`config.mk`:
```
export PLATFORM = sky130hd
export DESIGN_NAME = sb_interconnect
export DESIGN_NICKNAME = d
export VERILOG_FILES = /design/src/rtl/sb_interconnect.sv
export SDC_FILE = /design/constraint.sdc
export NUM_CORES = 1
export LEC_CHECK = 0
export ABC_CLOCK_PERIOD_IN_PS = 7000
export BUFFER_PORTS_ARGS = -buffer_cell sky130_fd_sc_hd__buf_2
export CAP_MARGIN = 20
export CORE_AREA = 4 4 201 203
export DETAILED_ROUTE_END_ITERATION = 10
export DIE_AREA = 0 0 205 207
export GPL_TIMING_DRIVEN = 0
export SLEW_MARGIN = 20
export SYNTH_ARGS = -nofsm -noshare
export SYNTH_HDL_FRONTEND = slang
export SYNTH_SLANG_ARGS = --single-unit
```
`constraint.sdc`:
```
create_clock -name clk_i -period 7 [get_ports clk_i]
set_clock_uncertainty 0.2 [all_clocks]
set_input_delay 2.1 -clock clk_i [delete_from_list [all_inputs] [get_ports clk_i]]
set_output_delay 2.1 -clock clk_i [all_outputs]
set_load 0.05 [all_outputs]
```
`src/rtl/sb_interconnect.sv`:
```
// rtl/sb_interconnect.sv - system-bus interconnect: LSU port to N slaves
// One-hot decode, single-cycle slave request, ready/timeout wait, registered response, error capture.
module sb_interconnect #(
  parameter int                  N_SLAVES     = 9,
  parameter int                  SEL_LO       = 24,
  parameter logic [N_SLAVES-1:0] ALWAYS_READY = 9'b000000110,
  parameter int                  TIMEOUT      = 16
) (
  input  logic                     clk_i,
  input  logic                     rst_ni,
  input  logic                     m_req_i,
  input  logic                     m_we_i,
  input  logic [3:0]               m_be_i,
  input  logic [31:0]              m_addr_i,
  input  logic [31:0]              m_wd_i,
  output logic [31:0]              m_rd_o,
  output logic                     m_ready_o,
  output logic                     m_err_o,
  output logic [N_SLAVES-1:0]      s_req_o,
  output logic                     s_we_o,
  output logic [3:0]               s_be_o,
  output logic [31:0]              s_addr_o,
  output logic [31:0]              s_wd_o,
  input  logic [32*N_SLAVES-1:0]   s_rd_i,
  input  logic [N_SLAVES-1:0]      s_ready_i,
  output logic                     busy_o,
  output logic [31:0]              err_addr_o,
  output logic [7:0]               err_cnt_o
);

  localparam int SEL_W = 32 - SEL_LO;
  localparam int TW    = (TIMEOUT > 1) ? $clog2(TIMEOUT) : 1;

  typedef enum logic [1:0] {IDLE, REQ, WAIT, RESP} state_t;

  state_t                state_q, state_d;
  logic [N_SLAVES-1:0]   sel_oh_q, sel_oh_d;
  logic [31:0]           addr_q;
  logic [TW-1:0]         timer_q, timer_d;
  logic                  cap, err_log;
  logic [N_SLAVES-1:0]   s_req_d;
  logic                  m_ready_d, m_err_d;
  logic [31:0]           m_rd_d, slave_rd;
  logic                  rdy_req, rdy_wait;

  // Decode is one-hot on the raw select field; an unmapped select decodes to all-zero.
  always_comb begin
    sel_oh_d = '0;
    for (int k = 0; k < N_SLAVES; k++) begin
      sel_oh_d[k] = (m_addr_i[31:SEL_LO] == SEL_W'(k));
    end
  end

  always_comb begin
    slave_rd = '0;
    for (int k = 0; k < N_SLAVES; k++) begin
      if (sel_oh_q[k]) slave_rd = s_rd_i[32*k +: 32];
    end
  end

  assign rdy_req  = |((s_ready_i | ALWAYS_READY) & sel_oh_q);
  assign rdy_wait = |(s_ready_i & sel_oh_q);

  always_comb begin
    state_d   = state_q;
    timer_d   = timer_q;
    cap       = 1'b0;
    err_log   = 1'b0;
    s_req_d   = '0;
    m_ready_d = 1'b0;
    m_err_d   = 1'b0;
    m_rd_d    = '0;
    unique case (state_q)
      IDLE: begin
        if (m_req_i) begin
          cap = 1'b1;
          if (|sel_oh_d) begin
            state_d = REQ;
            s_req_d = sel_oh_d;
          end else begin
            state_d   = RESP;
            m_ready_d = 1'b1;
            m_err_d   = 1'b1;
            err_log   = 1'b1;
          end
        end
      end
      REQ: begin
        if (rdy_req) begin
          state_d   = RESP;
          m_ready_d = 1'b1;
          m_rd_d    = slave_rd;
        end else begin
          timer_d = '0;
          state_d = WAIT;
        end
      end
      WAIT: begin
        // Ready takes priority over an expiring timer in the same cycle.
        if (rdy_wait) begin
          state_d   = RESP;
          m_ready_d = 1'b1;
          m_rd_d    = slave_rd;
        end else if (timer_q == TW'(TIMEOUT - 1)) begin
          state_d   = RESP;
          m_ready_d = 1'b1;
          m_err_d   = 1'b1;
          err_log   = 1'b1;
        end else begin
          timer_d = timer_q + 1'b1;
        end
      end
      RESP: state_d = IDLE;
      default: state_d = IDLE;
    endcase
  end

  always_ff @(posedge clk_i or negedge rst_ni) begin
    if (!rst_ni) begin
      state_q    <= IDLE;
      sel_oh_q   <= '0;
      addr_q     <= '0;
      timer_q    <= '0;
      s_req_o    <= '0;
      m_ready_o  <= 1'b0;
      m_err_o    <= 1'b0;
      m_rd_o     <= '0;
      busy_o     <= 1'b0;
      s_we_o     <= 1'b0;
      s_be_o     <= '0;
      s_addr_o   <= '0;
      s_wd_o     <= '0;
      err_addr_o <= '0;
      err_cnt_o  <= '0;
    end else begin
      state_q   <= state_d;
      timer_q   <= timer_d;
      s_req_o   <= s_req_d;
      m_ready_o <= m_ready_d;
      m_err_o   <= m_err_d;
      m_rd_o    <= m_rd_d;
      busy_o    <= (state_d != IDLE);
      if (cap) begin
        addr_q   <= m_addr_i;
        sel_oh_q <= sel_oh_d;
        s_we_o   <= m_we_i;
        s_be_o   <= m_be_i;
        s_addr_o <= {{SEL_W{1'b0}}, m_addr_i[SEL_LO-1:0]};
        s_wd_o   <= m_wd_i;
      end
      if (err_log) begin
        err_addr_o <= cap ? m_addr_i : addr_q;
        if (err_cnt_o != 8'hFF) err_cnt_o <= err_cnt_o + 8'd1;
      end
    end
  end

endmodule

```
==> After elaboration in Yosys (flattened, before gate mapping) <==
Index checks and enable logic that the tools add are counted.
{ "word_totals": {"regBits": 192, "latch_bits": 0, "mem_bits_rw": 0, "mem_bits_ro": 0, "input_bits": 369, "out_inout_bits": 153, "wordCells": 80, "n_memories": 0} }
{ "classes": {"add_sub_neg": 2, "mul": 0, "n_div": 0, "order_cmp": 0, "eq_ne": 16, "n_shift": 0, "mux": 36, "bitwise_logic": 2, "n_reduce_logical": 9} }
{ "ops": {"columns": ["cell", "n"], "rows": [
  ["2-to-1 mux 32 bit", 12],
  ["case mux 32 bit (2 select lines)", 1],
  ["equality test 8 x 3 -> 1 bit, second input constant", 4],
  ["2-to-1 mux 9 bit", 3],
  ["OR reduction 9 bit", 3],
  ["AND 9 bit", 2],
  ["equality test 8 x 2 -> 1 bit, second input constant", 2],
  ["2-to-1 mux 4 bit", 3],
  ["2-to-1 mux 1 bit", 9],
  ["adder 8 x 1 -> 8 bit, second input constant", 1],
  ["equality test 8 x 1 -> 1 bit, second input constant", 1],
  ["equality test 8 x 4 -> 1 bit, second input constant", 1],
  ["zero test 8 bit", 1],
  ["2-to-1 mux 2 bit", 4],
  ["inequality test 8 bit, second input constant", 1],
  ["case mux 2 bit (4 select lines)", 1],
  ["case mux 4 bit (2 select lines)", 1],
  ["inequality test 2 bit, second input constant", 3],
  ["adder 4 x 1 -> 4 bit, second input constant", 1],
  ["equality test 2 bit, second input constant", 2],
  ["equality test 4 bit, second input constant", 1],
  ["AND reduction 4 bit", 1],
  ["nonzero test 2 bit", 2],
  ["case mux 1 bit (3 select lines)", 1],
  ["other kinds (4)", 4]
]} }

==> Logic depth before layout (Yosys ltp) <==
{ "depth": {"ltp_word": 11, "depth_mapped": 9, "ltp_nobuf": 8} }

==> Worst setup path after synthesis <==
No wires, ideal clock.
{ "synth_path": {"kind": "input-to-reg", "from": "input s_ready_i[0]", "to": "register err_cnt_o[1]", "setup_time_ns": 0.128, "arrival_ns": 3.596, "t_required_ns": 6.672, "setup_slack_ns": 3.077, "cell_stages": 6, "cell_sequence": "a222oi_1 -> nand3_2 -> o31a_1 -> buf_6 -> nor2_1 -> mux2_1"} }
{ "synth_between": {"elab_chain_len": 5} }
{ "synth_lines": {"columns": ["element", "line", "rtl"], "rows": [
  ["start, declared", "25", "input logic [N_SLAVES-1:0] s_ready_i,"],
  ["AND 9 bit", "62", "assign rdy_wait = |(s_ready_i & sel_oh_q);"],
  ["OR reduction 9 bit", "62", null],
  ["2-to-1 mux 1 bit", "100", "if (rdy_wait) begin"],
  ["case mux 1 bit (2 select lines)", "73", "unique case (state_q)"],
  ["AND reduction 2 bit (no source line)", null, null],
  ["end signal, assigned", "153", "if (err_cnt_o != 8'hFF) err_cnt_o <= err_cnt_o + 8'd1;"],
  ["end, declared", "28", "output logic [7:0] err_cnt_o"]
]} }
No other way between the ends.
A chain may end at the register's enable or synchronous reset.

==> Worst setup path in the final report <==
{ "layout_path": {"from": "input s_ready_i[0]", "to": "register m_rd_o[30]"} }
{ "layout_between": {"elab_chain_len": 4, "word_cells_on_any_way": 7, "cone_classes": "mux: 3; bitwise: 2; reduce/logical: 2"} }
{ "layout_lines": {"columns": ["element", "line", "rtl"], "rows": [
  ["AND 9 bit (on tied branches)", "62, 61", null],
  ["OR reduction 9 bit (on tied branches)", "62, 61", null],
  ["2-to-1 mux 32 bit (on tied branches)", "100, 89", null],
  ["case mux 32 bit (2 select lines) *", "73", null],
  ["named net m_rd_d[30]", "43", "logic [31:0] m_rd_d, slave_rd;"],
  ["end signal, assigned", "141", "m_rd_o <= m_rd_d;"],
  ["end, declared", "16", "output logic [31:0] m_rd_o,"]
]} }
Mark *: on every way through the listed nets, which the timed path passes. The rest lies on a longest branch.

==> impl_metrics.csv <==
group,metric,value,unit
placement,pre_cts_ws,2220,ps
timing,final_hold_viol_count,0,
clock_network,cts_tree,"done",
floorplanning,die_area,42400,um^2
floorplanning,initial_core_util,23.5,%
grt,track_usage,20.3,%
clock_network,cts_buffers,17,
setup_path,worst_setup_path_end_kind,"register",
placement,post_dp_cell_area,12400,um^2
finish,areaGrowthSynthToFinish,43.6,%
yosys,dominantRegCellSynth,"dfrtp_1",
timing,fin_ws,2770,ps
setup_path,crit_arrival,4350,ps
finish,stdcell_count,1975,
floorplanning,ios,522,
timing,finalCritPeriodShare,60.4,%
setup_path,r2r-start,"state_q[0]",
timing,fin_setup_tns,0,ps
yosys,avgSynthCellArea,10.2,um^2
power,power_density,403,nW/um^2
setup_path,r2r-end,"s_wd_o[21]",
min_path,holdPathEnd,"s_addr_o[22]",
detailed_routing,drtIter0Drc,678,
yosys,synth_cell_types,47,
power,power.leakage,0.00665,uW
timing,rsz0062_at_grt,"no",
yosys,synthArstFlopShare,100,%
floorplanning,dieWidth,205,um
power,power_frac_comb,47.7,%
finish,fin_area,13000,um^2
grt,grt-ovfl-total,0,
finish,final_nets,1805,
yosys,syn-cell-area,9060,um^2
placement,place_inst,1929,
detailed_routing,wl_per_cell,22.6,um
power,pwr-share-seq,32.8,%
finish,drive_above_1_share,42.8,%
detailed_routing,final_antenna_net_count,0,
floorplanning,die_height,207,um
placement,gp_congestion,0.935,
clock_network,hold_buffers,0,
grt,grt_max_degree,96,
job,maxCapViolations,0,
clock_network,cts-resized-gates,0,
power,p_sw_share,47.8,%
timing,worstMarginPinSlew,808,ps
setup_path,cp.required,7120,ps
yosys,ys_seq_area_share,53.1,%
run_status,status,"complete, no violations",
detailed_routing,drc,0,
grt,grt_antenna_before_repair,13,
timing,slew_viol_final,0,
yosys,synth_cells,888,
setup_path,crit_path_max_fanout,10,
setup_path,reg2regPathDepth,7,
grt,grt_pass1_wl,64300,um
detailed_routing,vias_per_cell,4.82,
yosys,yosys_warnings,0,
yosys,ys_seq_elements,192,
clock_network,htreeDepth,4,
clock_network,cts_setup_buffers,0,
floorplanning,rows,72,
min_path,min_path_type,"reg -> reg",
clock_network,clock_latency,460,ps
yosys,synth-edff-count,0,
setup_path,ff2ff_setup_slack,4020,ps
detailed_routing,first_pass_iters,5,
grt,grt_pass1_vias,9812,
detailed_routing,num_vias,9522,
clock_network,path_clk_slew,80,ps
placement,hpwl,36600,um
finish,utilization,33.8,%
detailed_routing,wirelength,44700,um
timing,fmax,0.236,GHz
clock_network,clockBufferDepth,2,
clock_network,root_buffer,"clkbuf_16",
finish,n_fill_cell,4106,
min_path,hold_start,"s_addr_o[22]",
setup_path,crit_type,"in -> reg",
power,ir_worst_vdd,0.358,mV
floorplanning,core-area,38500,um^2
placement,port_buffers,513,
min_path,hold_path_depth,1,
power,pwr-share-clk,19.5,%
power,p_switching,2500,uW
timing,setup_viol,0,
setup_path,cp-start-kind,"input pin",
setup_path,worstSetupStartpoint,"s_ready_i[0]",
power,p_int,2740,uW
timing,fin_crit,4230,ps
timing,slew_headroom,45.7,%
clock_network,cts.sinks,192,
cell usage after synthesis, types with 2 or more instances:
master | n | area [um^2]
a21o_1 | 55 | 413
a21oi_1 | 2 | 10.0
a221oi_1 | 64 | 561
a22oi_1 | 2 | 15.0
a31oi_1 | 3 | 18.8
and3_1 | 29 | 181
buf_1 | 8 | 30.0
buf_2 | 9 | 45.0
buf_4 | 8 | 60.1
clkbuf_1 | 55 | 206
dfrtp_1 | 192 | 4800
ha_1 | 6 | 75.1
inv_1 | 8 | 30.0
mux2_2 | 45 | 507
nand2_1 | 10 | 37.5
nand2b_1 | 4 | 25.0
nand3_1 | 4 | 20.0
nor2_1 | 139 | 522
nor2b_1 | 35 | 219
nor3_1 | 71 | 355
nor4_1 | 4 | 25.0
nor4_4 | 2 | 42.5
o21a_1 | 2 | 15.0
o21ai_0 | 33 | 165
o22ai_1 | 66 | 413
o31a_1 | 4 | 35.0
or3_1 | 2 | 12.5
xnor2_1 | 2 | 17.5
xor2_1 | 6 | 52.6
cell families (layout without fill, tap and decap cells):
group	count (synthesis)	after routing	synth area share, %
AOI/OAI and AO/OA	237	237	18.8
xor gates and xnor gates	8	8	0.774
adders and majority gates	6	6	0.829
buffers and inverters	90	638	4.27
DFF	192	192	53.1
muxes	46	46	5.72
other	1	22	0.0414
and+or+nand+nor	308	308	16.6
sequential cells by signal, indices dropped and copies added, names as in the netlist:
signal,flops
addr_q,32
busy_o,1
err_addr_o,32
err_cnt_o,8
m_err_o,1
m_rd_o,32
m_ready_o,1
s_addr_o,24
s_be_o,4
s_req_o,9
s_wd_o,32
s_we_o,1
sel_oh_q,9
state_q,2
timer_q,4
worst max-delay path, cell delays in order:
cell      delay [ps]
buf_2            100
a222oi_1         350
nand3_2          260
o31a_1           340
o21ai_1          620
buf_2            400
nor3_1           160
per-stage QoR:
step | total power (uW) | hold slack [ps]
global route | 5530 | 287
finish | 5240 | 274
CTS | 5310 | 279
global placement | 4230 | 256
detailed placement | 4270 | 262
floorplan | 3510 | 239
per-layer routing:
layer	share of wire [%]	global-route usage (%)
met4	4.0	9.24
met1	38	23.4
met3	7.7	5.11
met5	0	0
met2	50	35.1
how the worst max path moves through the flow:
stage                              end  depth (start not counted)
after floorplan           err_cnt_o[1]                          6
after global placement       s_be_o[0]                          1
after detailed placement    m_rd_o[30]                          7
after CTS                   m_rd_o[30]                          7
after global routing        m_rd_o[30]                          7
final                       m_rd_o[30]                          7
power groups by stage:
stage | combinational [uW] | clock (uW) | sequential [uW]
finish | 2500 | 1020 | 1720
global route | 2670 | 1090 | 1770
CTS | 2530 | 1050 | 1730
detailed placement | 2530 | 0 | 1740
global placement | 2500 | 0 | 1730
floorplan | 745 | 0 | 2760
layout make-up:
cell class | instances | area [um^2] | area share [%]
diodes | 14 | 35.0 | 0.269
plain buffers | 81 | 353 | 2.71
clock buffers | 17 | 425 | 3.27
clock inverters | 15 | 178 | 1.37
inverters | 9 | 33.8 | 0.260
multi-input cells | 613 | 3890 | 29.9
flip-flops and latches | 192 | 4800 | 36.9
well taps | 518 | 648 | 4.98
repair buffers | 516 | 2640 | 20.3
layout by cell type, fill, tap and decap left out, types with 2 or more instances in the layout:
cell	n
diode_2	14
nor4_1	4
nor3_1	71
buf_1	8
nor2_1	139
ha_1	6
a21o_1	55
a221oi_1	64
nand2_1	10
inv_6	2
nand2b_1	4
o21ai_0	33
and3_1	29
clkinv_8	3
xor2_1	6
nor2b_1	35
o21a_1	2
xnor2_1	2
inv_1	8
dfrtp_1	192
conb_1	8
clkbuf_1	55
mux2_2	45
nor4_4	2
a22oi_1	2
nand3_1	4
or3_1	2
clkbuf_16	17
buf_4	8
o22ai_1	66
clkinv_4	4
a31oi_1	3
buf_2	522
o31a_1	4
a21oi_1	2
buf_16	2
inv_8	3
(Power assumes the default switching activity.)
